$ cat config.mk
export PLATFORM = sky130hd
export DESIGN_NAME = pcpi_result_serializer_flat
export DESIGN_NICKNAME = d
export VERILOG_FILES = /design/src/rtl/pcpi_result_serializer_pkg.sv /design/src/rtl/pcpi_result_serializer_if.sv /design/src/rtl/pcpi_result_serializer.sv /design/src/flat_wrapper.sv
export SDC_FILE = /design/constraint.sdc
export NUM_CORES = 1
export LEC_CHECK = 0
export ABC_CLOCK_PERIOD_IN_PS = 4350
export BUFFER_PORTS_ARGS = -buffer_cell sky130_fd_sc_hd__buf_2
export CAP_MARGIN = 20
export CORE_ASPECT_RATIO = 0.8
export CORE_MARGIN = 5
export CORE_UTILIZATION = 40
export CTS_CLUSTER_SIZE = 40
export DETAILED_ROUTE_END_ITERATION = 8
export GPL_TIMING_DRIVEN = 1
export MAX_ROUTING_LAYER = met4
export PLACE_DENSITY = 0.67
export SYNTH_ARGS = -nofsm -noshare
export SYNTH_HDL_FRONTEND = slang
export SYNTH_SLANG_ARGS = --single-unit
export TNS_END_PERCENT = 100
$ cat constraint.sdc
create_clock -name clk -period 4.35 [get_ports clk]
set_clock_uncertainty 0.05 [all_clocks]
set_input_delay 0.435 -clock clk [delete_from_list [all_inputs] [get_ports clk]]
set_output_delay 0.435 -clock clk [all_outputs]
set_load 0.01 [all_outputs]
$ cat src/rtl/pcpi_result_serializer_pkg.sv
`default_nettype none
// ==== pcpi_ser_pkg: widths and FSM state type shared by the serialiser and deserialiser ====
// ==== Rev 1.0 ==============================================================================
package pcpi_ser_pkg;

  localparam int WORD_W  = 32;
  localparam int NIB_W   = 4;
  localparam int NIBBLES = WORD_W / NIB_W;

  typedef enum logic [1:0] {
    S_IDLE    = 2'd0,
    S_PRESENT = 2'd1,
    S_RELEASE = 2'd2,
    S_DONE    = 2'd3
  } ser_state_e;

endpackage
`default_nettype wire

$ cat src/rtl/pcpi_result_serializer_if.sv
`default_nettype none
// ==== pcpi_result_serializer_if: PCPI result strobe in, four-phase nibble link out ====
// ==== Rev 1.0 ========================================================================
interface pcpi_result_serializer_if #(
  parameter int WORD_W = pcpi_ser_pkg::WORD_W,
  parameter int NIB_W  = pcpi_ser_pkg::NIB_W
);

  logic              pcpi_ready;
  logic              pcpi_wr;
  logic [WORD_W-1:0] pcpi_rd;
  logic              nib_ack;
  logic [NIB_W-1:0]  nib_out;
  logic              nib_valid;
  logic              busy;
  logic              word_done;
  logic              overrun;

  modport master (
    output pcpi_ready, pcpi_wr, pcpi_rd, nib_ack,
    input  nib_out, nib_valid, busy, word_done, overrun
  );

  modport slave (
    input  pcpi_ready, pcpi_wr, pcpi_rd, nib_ack,
    output nib_out, nib_valid, busy, word_done, overrun
  );

endinterface
`default_nettype wire

$ cat src/rtl/pcpi_result_serializer.sv
`default_nettype none
// ==== pcpi_result_serializer: returns PCPI result words LSB-nibble first over a 4-phase link ====
// ==== Rev 1.0 ===================================================================================
module pcpi_result_serializer #(
  parameter int WORD_W  = pcpi_ser_pkg::WORD_W,
  parameter int NIB_W   = pcpi_ser_pkg::NIB_W,
  parameter int NIBBLES = WORD_W / NIB_W
) (
  input  wire logic               clk,
  input  wire logic               rst_n,
  pcpi_result_serializer_if.slave bus
);

  import pcpi_ser_pkg::*;

  localparam int                 c_CNT_W    = (NIBBLES > 1) ? $clog2(NIBBLES) : 1;
  localparam logic [c_CNT_W-1:0] c_LAST_NIB = c_CNT_W'(NIBBLES - 1);

  ser_state_e                       r_state;
  ser_state_e                       w_state_nxt;
  logic [c_CNT_W-1:0]               r_cnt;
  logic [c_CNT_W-1:0]               w_cnt_nxt;
  logic [WORD_W-1:0]                r_word;
  logic [WORD_W-1:0]                w_word_nxt;
  logic [WORD_W-1:0]                r_hold;
  logic [WORD_W-1:0]                w_hold_nxt;
  logic                             r_hold_full;
  logic                             w_hold_full_nxt;
  logic                             r_overrun;
  logic                             w_overrun_nxt;
  logic                             w_accept;
  logic [NIBBLES-1:0][NIB_W-1:0]    w_nibs;

  assign w_accept = bus.pcpi_ready & bus.pcpi_wr;
  assign w_nibs   = r_word;

  always_ff @(posedge clk) begin
    if (!rst_n) begin
      r_state     <= S_IDLE;
      r_cnt       <= '0;
      r_word      <= '0;
      r_hold      <= '0;
      r_hold_full <= 1'b0;
      r_overrun   <= 1'b0;
    end else begin
      r_state     <= w_state_nxt;
      r_cnt       <= w_cnt_nxt;
      r_word      <= w_word_nxt;
      r_hold      <= w_hold_nxt;
      r_hold_full <= w_hold_full_nxt;
      r_overrun   <= w_overrun_nxt;
    end
  end

  always_comb begin
    w_state_nxt     = r_state;
    w_cnt_nxt       = r_cnt;
    w_word_nxt      = r_word;
    w_hold_nxt      = r_hold;
    w_hold_full_nxt = r_hold_full;
    w_overrun_nxt   = r_overrun;

    unique case (r_state)
      S_IDLE: begin
        // A waiting word always goes first; a simultaneous arrival refills the slot it vacates.
        if (r_hold_full) begin
          w_word_nxt  = r_hold;
          w_cnt_nxt   = '0;
          w_state_nxt = S_PRESENT;
          if (w_accept) begin
            w_hold_nxt = bus.pcpi_rd;
          end else begin
            w_hold_full_nxt = 1'b0;
          end
        end else if (w_accept) begin
          w_word_nxt  = bus.pcpi_rd;
          w_cnt_nxt   = '0;
          w_state_nxt = S_PRESENT;
        end
      end
      S_PRESENT: begin
        if (bus.nib_ack) begin
          w_state_nxt = S_RELEASE;
        end
      end
      S_RELEASE: begin
        if (!bus.nib_ack) begin
          if (r_cnt < c_LAST_NIB) begin
            w_cnt_nxt   = r_cnt + c_CNT_W'(1);
            w_state_nxt = S_PRESENT;
          end else begin
            w_state_nxt = S_DONE;
          end
        end
      end
      S_DONE: begin
        w_state_nxt = S_IDLE;
      end
      default: begin
        w_state_nxt = S_IDLE;
      end
    endcase

    if ((r_state != S_IDLE) && w_accept) begin
      if (!r_hold_full) begin
        w_hold_nxt      = bus.pcpi_rd;
        w_hold_full_nxt = 1'b1;
      end else begin
        w_overrun_nxt = 1'b1;
      end
    end
  end

  always_comb begin
    bus.nib_out   = '0;
    bus.nib_valid = 1'b0;
    bus.busy      = 1'b0;
    bus.word_done = 1'b0;
    bus.overrun   = r_overrun;

    unique case (r_state)
      S_PRESENT: begin
        bus.nib_out   = w_nibs[r_cnt];
        bus.nib_valid = 1'b1;
        bus.busy      = 1'b1;
      end
      S_RELEASE: begin
        bus.nib_out = w_nibs[r_cnt];
        bus.busy    = 1'b1;
      end
      S_DONE: begin
        bus.word_done = 1'b1;
      end
      default: begin
        bus.nib_out = '0;
      end
    endcase
  end

endmodule
`default_nettype wire

$ cat src/flat_wrapper.sv
// flat-port wrapper written by rule: the top's interface ports become plain ports
module pcpi_result_serializer_flat import pcpi_ser_pkg::*;
#(
  parameter int WORD_W  = pcpi_ser_pkg::WORD_W,
  parameter int NIB_W   = pcpi_ser_pkg::NIB_W,
  parameter int NIBBLES = WORD_W / NIB_W
)
  (clk, rst_n, bus_pcpi_ready, bus_pcpi_wr, bus_pcpi_rd, bus_nib_ack, bus_nib_out, bus_nib_valid, bus_busy, bus_word_done, bus_overrun);
  pcpi_result_serializer_if #(.WORD_W(WORD_W), .NIB_W(NIB_W)) bus_i ();
  input  wire logic clk;
  input  wire logic rst_n;
  input wire logic [$bits(bus_i.pcpi_ready)-1:0] bus_pcpi_ready;
  input wire logic [$bits(bus_i.pcpi_wr)-1:0] bus_pcpi_wr;
  input wire logic [$bits(bus_i.pcpi_rd)-1:0] bus_pcpi_rd;
  input wire logic [$bits(bus_i.nib_ack)-1:0] bus_nib_ack;
  output wire logic [$bits(bus_i.nib_out)-1:0] bus_nib_out;
  output wire logic [$bits(bus_i.nib_valid)-1:0] bus_nib_valid;
  output wire logic [$bits(bus_i.busy)-1:0] bus_busy;
  output wire logic [$bits(bus_i.word_done)-1:0] bus_word_done;
  output wire logic [$bits(bus_i.overrun)-1:0] bus_overrun;
  assign bus_i.pcpi_ready = bus_pcpi_ready;
  assign bus_i.pcpi_wr = bus_pcpi_wr;
  assign bus_i.pcpi_rd = bus_pcpi_rd;
  assign bus_i.nib_ack = bus_nib_ack;
  assign bus_nib_out = bus_i.nib_out;
  assign bus_nib_valid = bus_i.nib_valid;
  assign bus_busy = bus_i.busy;
  assign bus_word_done = bus_i.word_done;
  assign bus_overrun = bus_i.overrun;
  pcpi_result_serializer #(.WORD_W(WORD_W), .NIB_W(NIB_W), .NIBBLES(NIBBLES)) u_core (.clk(clk), .rst_n(rst_n), .bus(bus_i));
endmodule
==> results.md, run 1 <==
* Fin. max-slew vios at 0
* I/O pin cnt at 45
* Hold Vio Cnt, Final at 0
* Residual DRC at 0
* Total global-route track usage at around 15%
* Skew-Pair Late Insertion Delay at roughly 340 ps
* Area of the multi-input gates at between 1500 and 2000 um2
* Largest area contributor in the netlist: dfxtp_1
* Ys flop type: dfxtp_1
* Leakage at ~1.7 nW
* Core footprint at ~8400 um2
* Asr flop ratio synth at 0%
* Post-Layout Cell Count at 501
* Syn Inst Count at ~350
* Post-layout min period at 2513 ps
* Cts repair resizes at 0
* Design Area, Final at ~3800 um2
* Ant. Diodes at 0
* Reg2reg start: u_core.r_hold_full$_SDFF_PN0_
* Synth top area share at about two fifths
* Layout cells sized above 1 at 20.31%
* Number of global-route vias before repair at between 2000 and 2500
* Post-CTS Setup Bufs at 0
* Largest net degree at the start of global routing at 47
* Maxcap violations at 0
* Hold buffer count at CTS at 0
* Worst EP required at 3870 ps
* Root buffer cell: clkbuf_8
* Worst Max-Slew Pin Slew at around 700 ps
* Final nets at roughly 430
* Area grow syn2layout at 11.70%
* Max_slew headroom at around 53%
* Antenna violation net count after detailed routing at 0
* Worst reg2reg setup slack at 2090 ps
* Syn_area_per_cell at ~9.7 um2
* Die area at approximately 11000 um2
* Mapped cell area at between 3000 and 4000 um2
* Initial antenna violation count at 0
* Row count at 30
* Total Routed Length at about 7400 um
* Arrival @ worst endpoint at approximately 2000 ps
* Num CTS Buffers at 9
* Setup CP Type: register to primary output
* CTS tree: done
* Tcrit/Tclk final at between 50% and 60%
* Worst reg2reg endpoint: u_core.r_word[26]$_SDFFE_PN0P_
* WL/cell at 14.85 um
* Placed cell count at a little under 500
* Post-synthesis register bit count at 71
* CP Launch Point: u_core.r_cnt[0]$_SDFFE_PN0P_
* EDFF count, synth at 0
* RSZ-0062 raised after global routing: false
* Height of the die at a little over 90 um
* IO Port Bufs at 44
* Layout fillers at between 800 and 900
* Hold WC Path Type: input port to register
* Max Root-Sink Buffers at 2
* CP max FO at 12
* H-Tree Depth at 3
* Synth area leaders: dfxtp_1, nand2_1, mux2i_1, o211a_1, a21boi_1
* Critical path launch point type: register
* Post-Route Utilization at between 40% and 50%
* Synthesis warning total at 0
* Initial drt markers at 181
* Crit path to: bus_nib_out[1]
* Number of distinct library cells after synthesis at 39
* First-pass DRT Iterations at 4
* Peak VDD IR at between 0.2 and 0.25 mV
* Depth of the worst register-to-register path at 6
* Post-DP HPWL at between 5000 and 6000 um
* Die Wd at 113.6 um
* Global-route wire length before repair at around 13000 um
* Via-to-Cell Ratio at 5.204
* Endpoint class of the critical path: primary output
* Maximum clock frequency at about 400 MHz
* Placement Cell Area at 3626 um2
* Seq/Total Area, Yosys at 41.40%
* GR Overflow Total at 0
* Clock sink total at just over 70
* Starting Density at 40.65%
* Final setup fails at 0
* Status: completed
* Clock transition at path regs at ~70 ps
* DR vias at about 2600
* PwrDens at 503.1 nW/um2
* Final GP Congestion at 0.7902
* Register area at roughly 1400 um2
* Syn Nets at between 300 and 400
* Setup TNS at 0 ps
area by class of cell:
cell class,count,share of cell area [%]
clock buffer,13,4.405
clock inverter,3,1.044
inverter,5,0.4894
multi-input combinational,249,46.79
sequential,71,37.10
tap,112,3.654
timing repair buffer,48,6.525
state kept, by name (all words and copies together) (netlist names):
register and count:
u_core.r_hold 32, u_core.r_word 32, u_core.r_cnt 3, u_core.r_state 2, u_core.bus.overrun 1, u_core.r_hold_full 1
critical path, stage by stage (launching register included):
cell     delay (ps)
dfxtp_1         720
mux4_2          590
a22o_1          250
buf_2           140
how the worst min path moves through the flow:
stage	depth (start not counted)	end	from
2_1_floorplan	2	u_core.r_hold[0]$_SDFF_PN0_	u_core.r_hold[0]$_SDFF_PN0_
3_3_place_gp	2	u_core.r_hold[15]$_SDFF_PN0_	u_core.r_hold[15]$_SDFF_PN0_
3_5_place_dp	2	u_core.r_hold[30]$_SDFF_PN0_	u_core.r_hold[30]$_SDFF_PN0_
4_1_cts	3	u_core.r_hold[1]$_SDFF_PN0_	bus_pcpi_rd[1]
5_1_grt	3	u_core.r_hold[30]$_SDFF_PN0_	bus_pcpi_rd[30]
6_report	3	u_core.r_hold[30]$_SDFF_PN0_	bus_pcpi_rd[30]
kinds of logic after synthesis:
family,share of synthesized area [%]
simple gates,13.81
mux,14.58
fa+ha+maj,2.187
buf+inv,6.560
xor+xnor,0.2551
flops,41.40
compound gates,21.21
synthesized netlist by cell type (all sizes together), types with 2 or more instances:
cell	instances
clkbuf	9
o211a	32
mux4	8
o22ai	2
and2	2
o21ai	2
dfxtp	71
buf	20
mux2i	32
a21oi	6
nand3	2
a22o	4
nand2	101
a21boi	32
nor2	3
inv	5
nor2b	4
ha	6
metal layers:
| layer | global-route usage (%) | share of wire (%) |
|---|---|---|
| met1 | 22.46 | 51 |
| met2 | 20.78 | 41 |
| met3 | 4.180 | 6.8 |
| met4 | 4.505 | 0.62 |
| met5 | - | 0 |
power breakdown:
| group | total (mW) | switching, mW | internal, mW |
|---|---|---|---|
| clock network | 0.544 | 0.233 | 0.310 |
| registers | 0.848 | 0.0806 | 0.768 |
| logic | 0.537 | 0.294 | 0.243 |
| total | 1.93 | 0.608 | 1.32 |
cell usage in the layout, fill, tap and decap left out, types with 2 or more instances in the layout:
| master | synthesis | layout |
|---|---|---|
| nor2b_1 | 3 | 2 |
| nor2_1 | 3 | 3 |
| clkinv_2 | 0 | 2 |
| o21ai_0 | 2 | 2 |
| o211a_1 | 32 | 32 |
| a21boi_0 | 2 | 2 |
| ha_1 | 6 | 6 |
| a21boi_1 | 30 | 30 |
| clkbuf_8 | 0 | 12 |
| mux4_2 | 8 | 8 |
| buf_4 | 5 | 4 |
| nand2_1 | 101 | 101 |
| dfxtp_1 | 71 | 70 |
| a21oi_1 | 5 | 5 |
| and2_1 | 2 | 2 |
| buf_2 | 6 | 44 |
| mux2i_1 | 32 | 32 |
| a22o_1 | 4 | 4 |
| inv_1 | 5 | 5 |
stage by stage:
step | hold WS (ps) | power [mW] | worst slack (ps)
6_report | 285.7 | 1.929 | 1837
4_1_cts | 266.0 | 1.950 | 1794
2_1_floorplan | 384.7 | 1.293 | 2568
5_1_grt | 272.6 | 2.054 | 1689
3_5_place_dp | 394.7 | 1.404 | 2090
3_3_place_gp | 389.8 | 1.385 | 2146
No activity file was read; power rests on OpenSTA's default activity.
==> run 2: changes to the inputs <==
--- a/config.mk
+++ b/config.mk
@@ -5,7 +5,8 @@
 export SDC_FILE = /design/constraint.sdc
 export NUM_CORES = 1
 export LEC_CHECK = 0
-export ABC_CLOCK_PERIOD_IN_PS = 4350
+export ABC_AREA = 1
+export ABC_CLOCK_PERIOD_IN_PS = 2500
 export BUFFER_PORTS_ARGS = -buffer_cell sky130_fd_sc_hd__buf_2
 export CAP_MARGIN = 20
 export CORE_ASPECT_RATIO = 0.8
==> constraint.sdc (replaced) <==
create_clock -name clk -period 2.5 [get_ports clk]
set_clock_uncertainty 0.05 [all_clocks]
set_input_delay 0.25 -clock clk [delete_from_list [all_inputs] [get_ports clk]]
set_output_delay 0.25 -clock clk [all_outputs]
set_load 0.01 [all_outputs]
==> run 2 against run 1 <==
  * Global-route usage increased by 1.9 points
  * Critical endpoint is now u_core.r_hold[10]$_SDFF_PN0_
  * Die area rose by 0.26%
  * Critical path type is now register to register
  * Combinational power grew 120%
  * First-iteration DRC count down 3.3%
  * Power rose by 82%
  * Largest cell class unchanged
  * Highest routed layer unchanged
  * Count of clock-buffer cells in the layout down 3
  * Via count is 27% higher
  * Critical path depth grew 6
  * Routed wire length increased by 11%
  * Utilization up 0.76 points
==> results.md, run 2 <==
* Status: completed
* Endpoint class of the critical path: register
* WHS at 103.4 ps (-182.2 ps)
* Critical path launch point type: register
* Height of the die at 92.99 um (+0.13%)
* Worst Max-Slew Pin Slew at 800.6 ps (+99.31 ps)
* Mapped cell area at 3443 um2 (+0.29%)
* Leading cell type in the layout, fill and taps excluded: nand2_1
* CTS tree: done
* PwrDens at 901.7 nW/um2 (+79%)
* Syn Nets at 577 (+45%)
* GR Overflow Total at 0 (unchanged)
* Syn_area_per_cell at 6.448 um2 (-34%)
* Critical Path Max Stage Delay at 410 ps (-310 ps)
* Hold Vio Cnt, Final at 0 (unchanged)
* Placed cell count at 666 (+37%)
* CP max FO at 52 (+40)
* Peak VDD IR at 0.4019 mV (+87%)
* Initial antenna violation count at 0 (unchanged)
* Total Routed Length at 8250 um (+11%)
* CP Cell Sequence: inv_1, ha_1, nor2_1, nand2_2, nand2_2, buf_12, nand2_1, o21ai_1, nor2_1
* Number of distinct library cells after synthesis at 17 (-56%)
* Seq/Total Area, Yosys at 41.28% (-0.12 points)
* IO Port Bufs at 44 (unchanged)
* Most frequent cells in the layout: nand2_1, nor2_1, dfxtp_1
* Arrival @ worst endpoint at 2200 ps (+170 ps)
* I/O pin cnt at 45 (unchanged)
* Num CTS Buffers at 9 (unchanged)
* Total global-route track usage at 17.31% (+1.9 points)
* Clock sink total at 71 (unchanged)
* Worst EP required at 2650 ps (-1220 ps)
* Regs by FF count: u_core.r_hold x32, u_core.r_word x32, u_core.r_cnt x3
* H-Tree Depth at 3 (unchanged)
* Area grow syn2layout at 13.23%
* Slowest CP cell: dfxtp_1
* Skew-Pair Late Insertion Delay at 340 ps (about the same)
* Clk network pwr share at 23.8% (-4.4 points)
* Hold WC Path Type: input port to register
* Asr flop ratio synth at 0% (unchanged)
* Gr busiest metal: met2
* Synthesis warning total at 0 (unchanged)
* Fin. max-slew vios at 0 (unchanged)
* Die area at 10580 um2 (+0.26%)
* Antenna violation net count after detailed routing at 0 (unchanged)
* Cts repair resizes at 0 (unchanged)
* Post-Layout Cell Count at 682 (+36%)
* Final nets at 608 (+42%)
* Die Wd at 113.7 um (+0.13%)
* Synth cell count leaders: nand2_1, nor2_1, dfxtp_1, o21ai_0, inv_1
* GR Util met3 at 3.752% (-0.43 points)
* Clock transition at path regs at 80 ps (about the same)
* Grt met1 use at 23.96% (+1.5 points)
* Final GP Congestion at 0.8342 (+5.6%)
* Post-Route Utilization at 46.16% (+0.76 points)
* Hold buffer count at CTS at 0 (unchanged)
* GRT met2 Usage at 25.39% (+4.6 points)
* Final setup fails at 0 (unchanged)
* Via-to-Cell Ratio at 4.859 (-6.6%)
* Int Power at 2.194 mW (+66%)
* Largest area contributor in the netlist: dfxtp_1
* Core footprint at 8446 um2 (unchanged)
* Max_slew headroom at 46.57% (-6.6 points)
* DR vias at 3314 (+27%)
* Combinational group share of total power at 33.4% (+5.5 points)
* Row count at 30 (unchanged)
* Worst Path Buf+Inv at 2 (+1)
* Starting Density at 40.77% (+0.12 points)
* Part of the power in registers at 42.9% (-1.1 points)
* Syn Inst Count at 534 (+51%)
* Post-CTS Setup Bufs at 0 (unchanged)
* P_sw at 1.321 mW (+120%)
* Post-layout min period at around 2000 ps
* Tcrit/Tclk final at 81.89%
* Maximum clock frequency at about 490 MHz
* Ant. Diodes at 0 (unchanged)
* Max Root-Sink Buffers at 2 (unchanged)
* Crit-path leading delay family: simple AND/OR/NAND/NOR gates
* Residual DRC at 0 (unchanged)
* Most common cell in the netlist: nand2_1
* Layout cells sized above 1 at 12.63% (-7.7 points)
* Global-route wire length before repair at 14420 um (+15%)
* Post-DP HPWL at 5670 um (+11%)
* Synth top area share at 41.28% (-0.12 points)
* Number of global-route vias before repair at 3086 (+24%)
* Sw frac at 37.59% (+6.1 points)
* Largest net degree at the start of global routing at 53 (+13%)
* Leakage at 1.769 nW (+2.2%)
* Setup TNS at 0 ps (unchanged)
* WL/cell at 12.10 um (-19%)
* Post-synthesis register bit count at 71 (unchanged)
* Ys flop type: dfxtp_1
* First-pass DRT Iterations at 4 (unchanged)
* RSZ-0062 raised after global routing: false
* Synth area leaders: dfxtp_1, nand2_1, nor2_1, o21ai_0, inv_1
* Root buffer cell: clkbuf_8
* EDFF count, synth at 0 (unchanged)
* Maxcap violations at 0 (unchanged)
* Setup CP Type: register to register
* Layout fillers at 903 (+8.5%)
* Initial drt markers at 175 (-3.3%)
run 2: kinds of logic after synthesis:
group	Yosys count	share of synthesized area, %
buffers and inverters	84	10.28
DFF	71	41.28
adders and majority gates	6	2.180
AOI/OAI and AO/OA	125	18.17
and+or+nand+nor	248	28.09
run 2: path summary, 6_finish.rpt:
check / endpoint / depth (start not counted) / from / slack [ps]
max: u_core.r_hold[10]$_SDFF_PN0_ / 9 / u_core.r_state[0]$_SDFFE_PN0P_ / 450
max reg2reg: u_core.r_hold[10]$_SDFF_PN0_ / 9 / u_core.r_state[0]$_SDFFE_PN0P_ / 450
min reg2reg: u_core.r_word[16]$_SDFFE_PN0P_ / 2 / u_core.r_word[16]$_SDFFE_PN0P_ / 410
min: u_core.r_hold[24]$_SDFF_PN0_ / 3 / bus_pcpi_rd[24] / 100
run 2: cell type report:
| cell class | instances | area (um2) | area share (%) |
|---|---|---|---|
| Clock buffer | 10 | 137.6 | 3.530 |
| Multi-Input combinational cell | 379 | 1668 | 42.78 |
| Timing Repair Buffer | 52 | 292.8 | 7.510 |
| Inverter | 52 | 195.2 | 5.006 |
| Sequential cell | 71 | 1421 | 36.46 |
| Clock inverter | 6 | 43.79 | 1.123 |
| Tap cell | 112 | 140.1 | 3.594 |
run 2: worst reg2reg max path: stages (launching register included):
cell and delay [ps]:
dfxtp_1 410, inv_1 100, ha_1 300, nor2_1 190, nand2_2 220, nand2_2 160, buf_12 230, nand2_1 120
o21ai_1 100, nor2_1 50
run 2: layer usage:
| metal | wire [um] | vias to the layer above |
|---|---|---|
| met2 | 3560 | 74 |
| met5 | 0 | - |
| li1 | - | 1737 |
| met3 | 402 | 4 |
| met4 | 61 | 0 |
| met1 | 4225 | 1499 |
run 2: power by group through the flow:
stage / registers [mW] / clock network (mW) / logic, mW
after floorplan: 1.50 / 0 / 0.900
after global placement: 1.52 / 0 / 1.14
after detailed placement: 1.53 / 0 / 1.17
after CTS: 1.51 / 0.864 / 1.17
after global routing: 1.54 / 0.921 / 1.38
final: 1.51 / 0.836 / 1.17
run 2: per-stage QoR:
stage	worst slack, ps	power [mW]	cell area, um2
final	452.6	3.516	3899
after global routing	288.3	3.835	3899
after global placement	554.0	2.663	3717
after CTS	483.3	3.542	3899
after floorplan	933.7	2.402	3443
after detailed placement	491.2	2.697	3717
